**src/rtl/irq_arb_pkg.sv**
```systemverilog
// -----------------------------------------------------------------------------
// irq_arb_pkg
//   Shared constants and helpers for the interrupt request arbiter slice.
//   N_REQ_DEF  : default number of request lines (highest index = highest prio)
//   CODE_W_DEF : default width of the issued index code
//   onehot_of  : decodes an index code into an N_REQ_DEF-bit one-hot vector
// -----------------------------------------------------------------------------
package irq_arb_pkg;

    localparam int N_REQ_DEF  = 8;
    localparam int CODE_W_DEF = 3;

    function automatic logic [N_REQ_DEF-1:0] onehot_of(input logic [CODE_W_DEF-1:0] code);
        logic [N_REQ_DEF-1:0] vec;
        vec = '0;
        vec[code] = 1'b1;
        return vec;
    endfunction

endpackage

```
**src/rtl/irq_pending_arbiter_prio_sel.sv**
```systemverilog
// -----------------------------------------------------------------------------
// prio_sel_n
//   Combinational highest-set-bit selector.
//   Ports:
//     vec  in   N_REQ    candidate vector
//     idx  out  CODE_W   index of the highest set bit (meaningless when any=0)
//     any  out  1        at least one bit of vec is set
// -----------------------------------------------------------------------------
import irq_arb_pkg::*;

module prio_sel_n #(
    parameter int N_REQ  = N_REQ_DEF,
    parameter int CODE_W = CODE_W_DEF
) (
    input  logic [N_REQ-1:0]  vec,
    output logic [CODE_W-1:0] idx,
    output logic              any
);

    // Ascending scan: the last set bit seen is the highest one, so it wins.
    always_comb begin
        idx = '0;
        any = |vec;
        for (int i = 0; i < N_REQ; i++) begin
            if (vec[i]) begin
                idx = CODE_W'(i);
            end
        end
    end

endmodule

```
**src/rtl/irq_pending_arbiter.sv**
```systemverilog
// -----------------------------------------------------------------------------
// irq_pending_arbiter
//   Captures single-cycle request pulses into sticky pending bits and issues
//   the index of the highest-priority pending line through a registered
//   valid/ready output stage. Each captured pulse is issued exactly once.
//   Ports:
//     clk          in   1        clock, rising edge
//     rst_n        in   1        synchronous active-low reset
//     req_in       in   N_REQ    request pulses (one cycle high = one event)
//     mask_in      in   N_REQ    1 = capture enabled for that line
//     code_out     out  CODE_W   issued index (registered)
//     code_valid   out  1        code_out holds an unconsumed grant
//     code_ready   in   1        consumer takes code_out when code_valid=1
//     pending_out  out  N_REQ    captured, not yet issued requests
//     overrun      out  1        pulse: a request hit an already-pending line
// -----------------------------------------------------------------------------
import irq_arb_pkg::*;

module irq_pending_arbiter #(
    parameter int N_REQ  = N_REQ_DEF,
    parameter int CODE_W = CODE_W_DEF
) (
    input  logic              clk,
    input  logic              rst_n,
    input  logic [N_REQ-1:0]  req_in,
    input  logic [N_REQ-1:0]  mask_in,
    output logic [CODE_W-1:0] code_out,
    output logic              code_valid,
    input  logic              code_ready,
    output logic [N_REQ-1:0]  pending_out,
    output logic              overrun
);

    generate
        if (CODE_W != $clog2(N_REQ)) begin : g_bad_code_w
            $error("irq_pending_arbiter: CODE_W must equal $clog2(N_REQ)");
        end
    endgenerate

    logic [N_REQ-1:0]  pending_q, pending_d;
    logic [CODE_W-1:0] code_q, code_d;
    logic              valid_q, valid_d;
    logic              overrun_q, overrun_d;

    logic [N_REQ-1:0]  cap;
    logic [N_REQ-1:0]  issue_onehot;
    logic [CODE_W-1:0] sel_idx;
    logic              sel_any;
    logic              load;
    logic              issue;

    // Selection works on the registered pending vector only, so a request
    // never reaches the output register in the cycle it arrives.
    prio_sel_n #(
        .N_REQ  (N_REQ),
        .CODE_W (CODE_W)
    ) u_prio_sel (
        .vec (pending_q),
        .idx (sel_idx),
        .any (sel_any)
    );

    always_comb begin
        cap          = req_in & mask_in;
        load         = !valid_q || code_ready;
        issue        = load && sel_any;
        issue_onehot = issue ? onehot_of(sel_idx) : '0;

        // A pulse on the line being issued this cycle is a fresh event, so
        // capture is OR-ed in after the clear.
        pending_d = (pending_q & ~issue_onehot) | cap;
        // Only a hit on a line that stays pending is a lost (duplicate) event.
        overrun_d = |(cap & pending_q & ~issue_onehot);

        code_d  = issue ? sel_idx : code_q;
        valid_d = load ? sel_any : valid_q;
    end

    always_ff @(posedge clk) begin
        if (!rst_n) begin
            pending_q <= '0;
            code_q    <= '0;
            valid_q   <= 1'b0;
            overrun_q <= 1'b0;
        end else begin
            pending_q <= pending_d;
            code_q    <= code_d;
            valid_q   <= valid_d;
            overrun_q <= overrun_d;
        end
    end

    assign code_out    = code_q;
    assign code_valid  = valid_q;
    assign pending_out = pending_q;
    assign overrun     = overrun_q;

endmodule

```
**config.mk**
```make
export PLATFORM = sky130hd
export DESIGN_NAME = irq_pending_arbiter
export DESIGN_NICKNAME = d
export VERILOG_FILES = /design/src/rtl/irq_arb_pkg.sv /design/src/rtl/irq_pending_arbiter_prio_sel.sv /design/src/rtl/irq_pending_arbiter.sv
export SDC_FILE = /design/constraint.sdc
export NUM_CORES = 1
export LEC_CHECK = 0
export ABC_CLOCK_PERIOD_IN_PS = 5460
export CORE_ASPECT_RATIO = 1.1
export CORE_MARGIN = 2
export CORE_UTILIZATION = 40
export CTS_CLUSTER_SIZE = 16
export DETAILED_ROUTE_END_ITERATION = 12
export PLACE_DENSITY = 0.74
export SYNTH_ARGS = -nofsm -noshare
export SYNTH_HDL_FRONTEND = slang
export SYNTH_HIERARCHICAL = 1
export SYNTH_SLANG_ARGS = --single-unit
```
**constraint.sdc**
```tcl
create_clock -name clk -period 5.46 [get_ports clk]
set_clock_uncertainty 0.15 [all_clocks]
set_input_delay 0.546 -clock clk [delete_from_list [all_inputs] [get_ports clk]]
set_output_delay 0.546 -clock clk [all_outputs]
set_load 0.05 [all_outputs]
```
==> reports/metrics.yaml <==
clock_network:
  cts.clk_slew.worst_paths_ns: 0.08
  cts_hold_buf: 0
  root_buffer: "clkbuf_4"
  cts_tree: "built"
  tritoncts.num_buffers: 3
  clk_path_buf_depth: 2
  cts.sinks: 13
  h-tree-depth: 1
  post_cts_resized: 0
  clock_latency_ns: 0.28
  post-cts-setup-buffers: 0
power:
  p_sw_uw: 109.2
  switching_share_pct: 38.07
  combinationalPowerShare_pct: 39.7
  sequentialPowerShare_pct: 39.2
  peakVddDrop_mv: 0.1436
  intPower_uw: 177.7
  power_frac_clock_pct: 21.1
  power.leakage_nw: 0.3902
  p_per_area_nw_per_um2: 271.3
route:
  detail-route-antenna-nets: 0
  drt_iter0_markers: 12
  first_pass_iters: 4
  wirelength_um: 1811
  routedWlPerCell_um: 13.41
  vias: 762
  viasPerCell: 5.644
  drc_errors: 0
critical_path:
  required_ns: 5.49
  cp_cell_sequence: "nor2_1, o31ai_1, nand3b_1, o31ai_2, o22a_1, o221ai_2, o31a_1"
  crit_path_start_kind: "flip-flop"
  crit_fanout: 5
  r2r_end: "overrun"
  reg2reg_slack_ns: 3.14
  crit_buf_inv: 0
  r2r_cells: 7
  critPathTopFamily: "compound AO/OA/AOI/OAI gates"
  cp-end-kind: "flip-flop"
  timing.rr.start: "pending_out[3]"
  cp.arrival_ns: 2.34
  critPathMaxStageDelay_ns: 0.52
  worst-setup-path-type: "reg2reg"
  cp_slowest_cell: "o31ai_1"
synthesis:
  yosys_warnings: 6
  yosys.area.top_type: "dfxtp_1"
  netlist_instances: 85
  ys_seq_elements: 13
  synth.avg_cell_area_um2: 8.493
  syn_nets: 104
  ys_top_cells_by_area: "dfxtp_1, a21boi_0, nand2_1"
  netlist_area_um2: 721.9
  yosys.cell_types.count: 29
  seq_area_frac_synth_pct: 36.05
  yosys.area.top_type_share_pct: 36.05
timing:
  max_freq_mhz: 432.0
  setup_viol: 0
  worst_pin_slew_ns: 0.6156
  hold_viol_final: 0
  tns_ns: 0
  relSlewSlack_pct: 58.61
  period_minus_slack_ns: 2.315
  drv_slew: 0
  fin_crit_sh_pct: 42.40
  grt_setup_unrepaired: "no"
placement:
  post_dp_cell_area_um2: 1031
  placed_cells: 131
  hpwl_um: 1426
  io_buffers: 31
  gp_congestion: 0.8028
final_layout:
  drive_above_1_share_pct: 9.402
  layout.cells.most_common: "clkdlybuf4s50_1"
  area.growth.synth_to_final_pct: 46.45
  final_cell_mix: "clkdlybuf4s50_1, nand2_1, dfxtp_1"
  finish.instance_area_um2: 1057
  fin_cells: 135
  num_antenna_cells: 0
  nets: 137
grt:
  grt_first_pass_wirelength_um: 3125
  grt_usage_pct: 19.17
  grt_pass1_vias: 737
  globalRouteOverflowTotal: 0
  grt_max_degree: 14
  antenna_found_initial: 0
die:
  dieArea_um2: 2161
  fp.dieH_um: 48.56
  die_w_um: 44.51
  io_pins: 32
  coreArea_um2: 1742
  rows: 16
  start_util_pct: 41.45
hold_path:
  min_to: "code_out[1]"
  hold_path.class: "reg2reg"
  hold_depth: 2
  holdCritStartpoint: "code_out[1]"
run:
  maxCapViolCount: 0
outcome:
  status: "complete, no violations"
## synthesized netlist by cell type
cell / n
buf_4: 1
nand3b_1: 1
o21ai_0: 3
nor2b_4: 1
buf_6: 1
o221ai_2: 1
dfxtp_1: 13
a21boi_0: 11
o31a_1: 1
o21a_1: 1
inv_2: 1
o22a_1: 1
nor4_1: 1
nand3_1: 7
nand2b_1: 2
and3_1: 1
nor2_1: 4
nand2_1: 14
mux2i_1: 1
nand4_1: 1
or2b_2: 1
a21oi_2: 1
a21oi_1: 2
buf_2: 1
nor3b_1: 1
or3_4: 1
o31ai_2: 2
inv_1: 2
o31ai_1: 7
## kinds of logic (layout without fill, tap and decap cells)
logic type	Yosys count	after routing	share of synthesized area, %
AOI/OAI and AO/OA	30	30	32.41
buffers and inverters	6	38	4.852
DFF	13	13	36.05
muxes	1	1	1.387
and+or+nand+nor	35	35	25.30
## cell type report
class / instances / area (um^2)
inverter: 3 / 11.26
tap: 18 / 22.52
multi-input combinational: 66 / 426.7
timing repair buffer: 31 / 310.3
sequential: 13 / 260.3
fill: 174 / 684.4
clock buffer: 4 / 26.28
## power groups by stage
stage	clock (mW)	combinational [mW]	sequential (mW)
final	0.0606	0.114	0.112
after global routing	0.0674	0.122	0.114
after CTS	0.0628	0.114	0.112
after detailed placement	0	0.114	0.115
after global placement	0	0.111	0.115
after floorplan	0	0.0441	0.145
## routing by layer
layer | part of all wire (%) | global-route usage, %
met2 | 48 | 30.19
met4 | 2.4 | 10.61
met1 | 43 | 24.36
met5 | 0 | 0
met3 | 6.7 | 2.612
## tightest hold or removal path, cell delays in order, from the launching register on
cell	delay, ns
dfxtp_1	0.31
nand2_1	0.05
a21boi_0	0.07
## metrics by stage
step                      utilization, %  hold slack (ns)  setup slack (ns)  power (mW)
after floorplan                        -           0.5243             3.127      0.1888
after global placement             59.20           0.3076             3.234      0.2256
after detailed placement           59.20           0.3184             3.165      0.2283
after CTS                          60.70           0.3298             3.174      0.2892
after global routing               60.70           0.3577             2.908      0.3034
final                              60.70           0.3232             3.145      0.2869
## sequential cells by signal, summed over array words and instances (netlist names)
| name | flops |
|---|---|
| pending_out | 8 |
| code_valid | 1 |
| overrun | 1 |
| code_out | 3 |
## how the worst max path moves through the flow
stage	startpoint	endpoint	depth (start not counted)
final	pending_out[3]	overrun	7
after global routing	pending_out[3]	overrun	7
after CTS	pending_out[3]	overrun	7
after detailed placement	code_ready	overrun	6
after global placement	code_ready	overrun	6
after floorplan	pending_out[2]	overrun	7
Note: power is estimated with default switching activity, not from simulation.
